--- config.mk ---
export PLATFORM = sky130hd
export DESIGN_NAME = qos_wrr_scheduler
export DESIGN_NICKNAME = d
export VERILOG_FILES = /design/src/rtl/qos_wrr_scheduler_pkg.sv /design/src/rtl/qos_wrr_arbiter.sv /design/src/rtl/qos_wrr_scheduler.sv
export SDC_FILE = /design/constraint.sdc
export NUM_CORES = 2
export LEC_CHECK = 0
export BUFFER_PORTS_ARGS = -buffer_cell sky130_fd_sc_hd__buf_2
export CAP_MARGIN = 40
export CORE_UTILIZATION = 32
export DETAILED_ROUTE_END_ITERATION = 10
export GPL_ROUTABILITY_DRIVEN = 0
export PLACE_DENSITY_LB_ADDON = 0.3
export SYNTH_ARGS = -nofsm -noshare
export SYNTH_HDL_FRONTEND = slang
export SYNTH_SLANG_ARGS = --single-unit
export TNS_END_PERCENT = 20
--- constraint.sdc ---
create_clock -name clk -period 6.3 [get_ports clk]
set_input_delay 1.26 -clock clk [delete_from_list [all_inputs] [get_ports clk]]
set_output_delay 1.26 -clock clk [all_outputs]
set_load 0.01 [all_outputs]
--- src/rtl/qos_wrr_scheduler_pkg.sv ---
// Shared constants, FSM encoding and weight helper for the four-queue WRR scheduler.
package qos_wrr_scheduler_pkg;

    localparam int unsigned NumQueues = 4;
    localparam int unsigned QidW      = 2;
    localparam int unsigned PtrW      = 8;
    localparam int unsigned AddrW     = 10;
    localparam int unsigned CntW      = 9;
    localparam int unsigned MemWords  = 1024;

    typedef enum logic [1:0] {
        StIdle = 2'd0,
        StArb  = 2'd1,
        StSend = 2'd2
    } state_e;

    // A zero weight would starve the queue forever, so it is served as weight 1.
    function automatic logic [3:0] eff_weight(input logic [3:0] w);
        return (w == 4'd0) ? 4'd1 : w;
    endfunction

endpackage

--- src/rtl/qos_wrr_arbiter.sv ---
// Rotate-priority pick: first eligible queue at or after rr_ptr, cyclic over four queues.
module qos_wrr_arbiter
    import qos_wrr_scheduler_pkg::*;
(
    input  logic [NumQueues-1:0] eligible,
    input  logic [QidW-1:0]      rr_ptr,
    output logic [QidW-1:0]      grant,
    output logic                 any_valid
);

    logic             found;
    logic [QidW-1:0]  idx;

    always_comb begin
        grant     = rr_ptr;
        found     = 1'b0;
        idx       = rr_ptr;
        any_valid = |eligible;
        for (int i = 0; i < NumQueues; i++) begin
            idx = rr_ptr + QidW'(i);
            if (!found && eligible[idx]) begin
                grant = idx;
                found = 1'b1;
            end
        end
    end

endmodule

--- src/rtl/qos_wrr_scheduler.sv ---
// Four-queue shared-memory packet buffer with store-and-forward weighted round-robin dequeue.
module qos_wrr_scheduler
    import qos_wrr_scheduler_pkg::*;
#(
    parameter logic [3:0] W0 = 4'd8,
    parameter logic [3:0] W1 = 4'd4,
    parameter logic [3:0] W2 = 4'd2,
    parameter logic [3:0] W3 = 4'd1
) (
    input  logic                 clk,
    input  logic                 reset,
    input  logic                 in_wr,
    input  logic [QidW-1:0]      in_qid,
    input  logic                 in_eop,
    output logic                 wr_en,
    output logic [AddrW-1:0]     wr_addr,
    input  logic                 out_rdy,
    output logic                 rd_en,
    output logic [AddrW-1:0]     rd_addr,
    output logic [QidW-1:0]      rd_qid,
    output logic                 rd_eop,
    output logic [NumQueues-1:0] full,
    output logic [NumQueues-1:0] empty,
    output logic                 drop
);

    logic [PtrW-1:0]     wp_q   [NumQueues];
    logic [PtrW-1:0]     wp_d   [NumQueues];
    logic [PtrW-1:0]     rp_q   [NumQueues];
    logic [PtrW-1:0]     rp_d   [NumQueues];
    logic [CntW-1:0]     wcnt_q [NumQueues];
    logic [CntW-1:0]     wcnt_d [NumQueues];
    logic [CntW-1:0]     pcnt_q [NumQueues];
    logic [CntW-1:0]     pcnt_d [NumQueues];
    logic [MemWords-1:0] eop_q;

    state_e          state_q;
    logic [QidW-1:0] cur_q;
    logic [QidW-1:0] rr_q;
    logic [3:0]      credit_q;

    logic [NumQueues-1:0] eligible, winc, wdec, pinc, pdec;
    logic [QidW-1:0]      grant;
    logic                 any_valid;

    function automatic logic [3:0] weight_of(input logic [QidW-1:0] q);
        logic [3:0] w;
        unique case (q)
            2'd0:    w = W0;
            2'd1:    w = W1;
            2'd2:    w = W2;
            default: w = W3;
        endcase
        return eff_weight(w);
    endfunction

    // Full is judged on the registered count, so a same-cycle read never rescues a write.
    always_comb begin
        for (int q = 0; q < NumQueues; q++) begin
            full[q]     = (wcnt_q[q] == CntW'(256));
            empty[q]    = (wcnt_q[q] == '0);
            eligible[q] = (pcnt_q[q] != '0);
        end
        wr_en   = !reset && in_wr && !full[in_qid];
        drop    = !reset && in_wr && full[in_qid];
        wr_addr = {in_qid, wp_q[in_qid]};
        rd_en   = !reset && (state_q == StSend) && out_rdy;
        rd_addr = {cur_q, rp_q[cur_q]};
        rd_qid  = cur_q;
        rd_eop  = rd_en && eop_q[rd_addr];
    end

    always_comb begin
        winc = '0;
        wdec = '0;
        pinc = '0;
        pdec = '0;
        for (int q = 0; q < NumQueues; q++) begin
            winc[q]   = wr_en && (in_qid == QidW'(q));
            wdec[q]   = rd_en && (cur_q == QidW'(q));
            pinc[q]   = winc[q] && in_eop;
            pdec[q]   = wdec[q] && rd_eop;
            wp_d[q]   = wp_q[q] + PtrW'(winc[q]);
            rp_d[q]   = rp_q[q] + PtrW'(wdec[q]);
            wcnt_d[q] = wcnt_q[q] + CntW'(winc[q]) - CntW'(wdec[q]);
            pcnt_d[q] = pcnt_q[q] + CntW'(pinc[q]) - CntW'(pdec[q]);
        end
    end

    qos_wrr_arbiter u_arbiter (
        .eligible  (eligible),
        .rr_ptr    (rr_q),
        .grant     (grant),
        .any_valid (any_valid)
    );

    always_ff @(posedge clk) begin
        if (reset) begin
            for (int q = 0; q < NumQueues; q++) begin
                wp_q[q]   <= '0;
                rp_q[q]   <= '0;
                wcnt_q[q] <= '0;
                pcnt_q[q] <= '0;
            end
            eop_q <= '0;
        end else begin
            for (int q = 0; q < NumQueues; q++) begin
                wp_q[q]   <= wp_d[q];
                rp_q[q]   <= rp_d[q];
                wcnt_q[q] <= wcnt_d[q];
                pcnt_q[q] <= pcnt_d[q];
            end
            if (wr_en) begin
                eop_q[wr_addr] <= in_eop;
            end
        end
    end

    always_ff @(posedge clk) begin
        if (reset) begin
            state_q  <= StIdle;
            cur_q    <= '0;
            rr_q     <= '0;
            credit_q <= '0;
        end else begin
            unique case (state_q)
                StIdle: begin
                    if (any_valid) begin
                        state_q <= StArb;
                    end
                end
                StArb: begin
                    if (any_valid) begin
                        cur_q   <= grant;
                        state_q <= StSend;
                        // Exhausted credit also reloads, else a lone queue revisited would stall at 0.
                        if (grant != cur_q || credit_q == '0) begin
                            credit_q <= weight_of(grant);
                        end
                    end else begin
                        state_q <= StIdle;
                    end
                end
                StSend: begin
                    if (rd_en && rd_eop) begin
                        credit_q <= credit_q - 4'd1;
                        state_q  <= StArb;
                        if (credit_q == 4'd1 || pcnt_d[cur_q] == '0) begin
                            rr_q <= cur_q + 2'd1;
                        end else begin
                            rr_q <= cur_q;
                        end
                    end
                end
                default: state_q <= StIdle;
            endcase
        end
    end

endmodule

### Word-level counts from Yosys, hierarchy flattened

Memory sizes are Yosys's and may differ from the RTL's. A register that Yosys moved wholly into a read port is not among the register bits.
Index checks and enable logic that the tools add are counted.

| storage, ports and cells | value |
|---|---|
| RAM bits | 136 |
| bits in registers | 1,034 |
| input bits | 7 |
| output and inout bits | 34 |
| word-level logic and storage cells | 199 |
| memories | 4 |

| operators by class | value |
|---|---|
| add/sub/neg operators | 29 |
| equality and inequality tests | 20 |
| muxes and demuxes | 60 |
| reductions and logical operators | 55 |
| bitwise gates (word level) | 17 |
| magnitude comparators | 9 |

Memory list:

| memory | depth | width | rd ports | clocked after Yosys merged registers in | wr ports | RTL line | source |
|---|---|---|---|---|---|---|---|
| pcnt_q | 4 | 9 | 4 | 0 | 4 | qos_wrr_scheduler.sv:33 | `logic [CntW-1:0] pcnt_q [NumQueues];` |
| wcnt_q | 4 | 9 | 4 | 0 | 4 | qos_wrr_scheduler.sv:31 | `logic [CntW-1:0] wcnt_q [NumQueues];` |
| rp_q | 4 | 8 | 5 | 1 | 4 | qos_wrr_scheduler.sv:29 | `logic [PtrW-1:0] rp_q [NumQueues];` |
| wp_q | 4 | 8 | 5 | 0 | 4 | qos_wrr_scheduler.sv:27 | `logic [PtrW-1:0] wp_q [NumQueues];` |

Operators by type and width:

| operator | number |
|---|---|
| $bwmux W1024 | 1 |
| $mux W9 | 10 |
| $add A9 B1 Y9 | 8 |
| $sub A9 B1 Y9 | 8 |
| $add A8 B1 Y8 | 8 |
| $mux W8 | 8 |
| $logic_not A9 Y1 | 5 |
| $eq A9 B9 Y1 const B | 4 |
| $reduce_bool A9 Y1 | 4 |
| $mux W4 | 8 |
| $logic_and A1 B1 Y1 | 27 |
| $lt A10 B11 Y1 const B | 2 |
| $bmux W9 S2 | 1 |
| $mux W2 | 9 |
| $or A1 B1 Y1 | 16 |
| $lt A2 B3 Y1 const B | 5 |
| $mux W1 | 13 |
| $eq A2 B2 Y1 const B | 6 |
| $pmux W4 S3 | 1 |
| $bmux W1 S10 | 1 |
| $bmux W1 S2 | 5 |
| $demux W1 S10 | 1 |
| $ge A10 B1 Y1 const B | 1 |
| $eq A2 B1 Y1 const B | 4 |
| other kinds (19) | 34 |

### Logic depth before layout (Yosys ltp)

| depth | value |
|---|---|
| depth after elaboration | 24 |
| mapped depth | 35 |
| gate-level depth less buffers | 28 |

### Hierarchy

A second synthesis with hierarchy kept.

| second synthesis, totals | value |
|---|---|
| cells, all modules | 6,947 |
| area, all modules | 57,271.2 um^2 |

Modules (own cells, without submodules):

| module | area each (um^2) | seq. area each (um^2) | times used | cells each |
|---|---|---|---|---|
| qos_wrr_scheduler | 57,174.8 | 23,462.5 | 1 | 6,931 |
| qos_wrr_arbiter | 96.3 | 0.0 | 1 | 16 |

### Least setup slack after synthesis

OpenSTA, ideal clock, no wires.

| path | value |
|---|---|
| path kind | register to register |
| start point | reg (tool-made name) |
| end point | reg rr_q[1] |
| buffers on the path | 6 |
| required time | 6.169 ns |
| setup time | 0.131 ns |
| clock period less this slack | 5.655 ns |
| data arrival time | 5.525 ns |
| setup slack | 0.645 ns |
| stages on the path, launching flop included | 32 |
| cell sequence | dfxtp_1 buf_6 buf_12 mux2i_1 mux2_4 inv_8 buf_8 buf_6 buf_2 mux4_2 mux4_2 mux2i_1 nand2_1 a31oi_1 a32oi_4 buf_6 and2_1 ha_1 inv_1 ha_1 fa_1 a21oi_1 o21bai_1 a21oi_1 nor2_1 o41ai_1 xnor2_1 nand4_1 nand4_1 and3b_1 o31ai_1 a21oi_2 |

RTL lines:

| item | RTL line | source |
|---|---|---|
| end signal: assignment | qos_wrr_scheduler.sv:149 | `rr_q <= cur_q + 2'd1;` |
| end signal: assignment | qos_wrr_scheduler.sv:151 | `rr_q <= cur_q;` |
| end: declaration | qos_wrr_scheduler.sv:39 | `logic [QidW-1:0] rr_q;` |

==> impl_metrics.ini <==
[logic_synthesis]
synth.area.top_cells = dfxtp_1, nand3_1, a21oi_1
synth_cell_types = 85
syn-num-nets = 7417
synth_top_family_by_area = compound AO/OA/AOI/OAI gates
synth_adder_area_share_pct = 2.86
postSynth.asyncResetShare_pct = 0
synth_top_area_share_pct = 40.6
synth_simple_gate_area_share_pct = 17.6
synthFlopType = dfxtp_1
synth_mux_area_share_pct = 6.41
ys_warn_count = 0
synth_edf_count = 0
ys_ff_latch = 1172
synth_top_cell_by_area = dfxtp_1
yosysSeqAreaShare_pct = 40.6
synth_compound_area_share_pct = 23.8
postSynthCellCount = 7283
synthXorXnorAreaFrac_pct = 1.74
syn_avg_cell_area_sq_um = 7.93
synth_area_sq_mm = 0.0578

[layout]
syn_to_final_growth_pct = 18.5
fillers = 18200
instances_no_fill = 9651
drive_gt1_share_pct = 14.5
finalCoreUtilization_pct = 38.3
nets = 7321
design_area_sq_mm = 0.0684

[clock_tree]
cts_tree = yes
clk_latency_ns = 0.82
path_clk_slew_ns = 0.06
cts-htree-levels = 4
cts_buffers = 136
clockRootBuffer = clkbuf_16
clockBufferDepth = 3
cts_sinks = 1172

[floorplanning]
rows = 155
initial_core_util_pct = 32.3
dieArea_sq_mm = 0.182
io_pins = 41
core_sq_mm = 0.179
die_width_um = 427
die_h_um = 427

[critical_path]
reg2reg_slack_ns = 0.02
critPathMaxFanout = 32
critical-path-max-stage-delay_ns = 0.48
crit_buf_inv = 8
rr_worst_depth = 32
critPathLaunchType = register
path_delay_family = compound AO/OA/AOI/OAI gates
crit_arrival_ns = 6.92
cp-end-kind = register
cp_slowest_cell = a311o_1
critical_path_depth = 32
critPathKind = reg2reg
critPathRequiredTime_ns = 6.94

[place]
dp_cells = 9375
dp_hpwl_um = 157000
placed_area_sq_mm = 0.0631
numPortBuffers = 40

[sta]
max_freq_mhz = 159
fin_crit_sh_pct = 99.7
finalHoldViolations = 0
worst_pin_slew_ns = 1.10
final_max_slew_viol_count = 0
setup_viol = 0
final.setup_skew_ns = 0.0435
min_period_ns = 6.28
rsz0062_at_grt = true
slew_headroom_pct = 26.8

[drt]
remaining_drc_errors = 0
vias = 60000
detail-route-antenna-nets = 0
firstDrtPassIters = 6
viasPerCell = 6.22
drtIter0Drc = 9939
wire_per_inst_um = 27.9
drt_wl_total_um = 269000

[hold_path]
hp-class = reg2reg
holdPathStages = 1
min_from = state_q[0]$_SDFFE_PP0P_

[global_routing]
grt_util_all_layers_pct = 28.4
antenna_found_initial = 12
grt_pass1_wl_um = 385000
grt_pass1_vias = 55200
overflow = 0
grt_start_max_net_pins = 201

[outcome]
status = finished, final reports clean

[job]
maxCapViolations = 0

[power]
peakVddDrop_mv = 0.271
power_leakage_nw = 22.2
p_per_area_mw_per_mm2 = 269
-- registers in the layout (all words and copies together), names as in the netlist, 4 cells and up, named ones only --
signal,cells
eop_q,1024
pcnt_q,36
wcnt_q,36
rp_q,32
wp_q,32
credit_q,4
-- Yosys cell counts (all sizes together) (18+ instances only) --
| master | n |
|---|---|
| xor2 | 60 |
| nand4 | 36 |
| nor2 | 276 |
| nand2b | 18 |
| mux2i | 190 |
| dfxtp | 1172 |
| a211oi | 96 |
| nand3 | 1135 |
| nor3 | 32 |
| a31oi | 47 |
| a21oi | 1102 |
| and3 | 26 |
| clkbuf | 672 |
| o21ai | 1078 |
| nand2 | 420 |
| mux4 | 73 |
| nor2b | 100 |
| ha | 119 |
| inv | 121 |
| and2 | 46 |
| xnor2 | 55 |
| a311oi | 39 |
| buf | 135 |
| a22oi | 24 |
| o21bai | 20 |
-- cell families (layout without fill, tap and decap cells) --
logic type | after synthesis | count (layout)
compound gates | 2537 | 2537
simple gates | 2128 | 2128
fa+ha+maj | 127 | 127
mux | 276 | 276
xor+xnor | 115 | 115
other cells | 0 | 12
buf+inv | 928 | 929
flops | 1172 | 1172
-- per-layer routing --
layer | up-vias | track usage (%) | routed length (um) | part of all wire [%]
met3 | 1088 | 7.13 | 32900 | 12
met1 | 28900 | 36.6 | 103000 | 38
met4 | 8 | 19.8 | 20300 | 7.5
met2 | 4154 | 41.2 | 113000 | 42
li1 | 25900 | - | - | -
met5 | - | 0 | 69 | 0.026
-- power by group --
part	internal, W	switching (W)	total [W]
registers	0.00754	0.0000879	0.00763
clock network	0.00465	0.00349	0.00814
logic	0.00108	0.00156	0.00264
-- worst register-to-register path, delay by kind of cell (launching register included) --
family | cells | cell delay [ns]
AO/OA/AOI/OAI | 13 | 2.41
buffers and inverters | 8 | 1.03
AND/OR/NAND/NOR | 5 | 0.83
adder cells (fa/ha/maj) | 3 | 0.74
multiplexers | 2 | 0.56
flip-flops | 1 | 0.36
XOR/XNOR | 1 | 0.21
-- metrics by stage --
step                power, W  setup WS (ns)  TNS (ns)  hold slack, ns
detailed placement    0.0102         -0.337    -0.588           0.445
finish                0.0184         0.0193         0           0.455
global placement      0.0102         -0.227    -0.330           0.434
global route          0.0190         -0.174    -0.318           0.473
floorplan            0.00950          0.645         0           0.424
CTS                   0.0183         0.0242         0           0.454
-- repair_timing --
item	CTS	global route
cloned	1	1
setup endpoints to repair	2	2
gates resized for setup	22	95
endpoints found under the hold margin	0	0
pin swaps	3	45
buffers inserted	2	26
hold buffers	0	0
-- path summary, 6_finish.rpt --
kind                        endpoint
max             rr_q[1]$_SDFFE_PP0P_
min          state_q[0]$_SDFFE_PP0P_
max reg2reg     rr_q[1]$_SDFFE_PP0P_
min reg2reg  state_q[0]$_SDFFE_PP0P_
-- placed cells by master (no fill, tap or decap), types with 44 or more instances in the layout --
| cell type | instances |
|---|---|
| a211oi_1 | 92 |
| a21oi_1 | 1090 |
| a31oi_1 | 44 |
| buf_12 | 67 |
| buf_4 | 412 |
| clkbuf_16 | 139 |
| dfxtp_1 | 1170 |
| ha_1 | 113 |
| inv_1 | 114 |
| mux2i_1 | 183 |
| mux4_2 | 73 |
| nand2_1 | 387 |
| nand3_1 | 1135 |
| nor2_1 | 207 |
| nor2b_1 | 99 |
| o21ai_0 | 1068 |
| xnor2_1 | 55 |
| xor2_1 | 60 |
-- layout make-up --
cell class	count	area (sq um)	share of cell area, %
antenna	12	30.0	0.0439
clock buffer	199	3930	5.75
clock inverter	36	508	0.742
inverter	121	512	0.748
multi-input combinational	5183	31200	45.7
sequential	1172	23500	34.3
tap	2355	2950	4.31
timing repair buffer	573	5780	8.45
(Power assumes the default switching activity.)
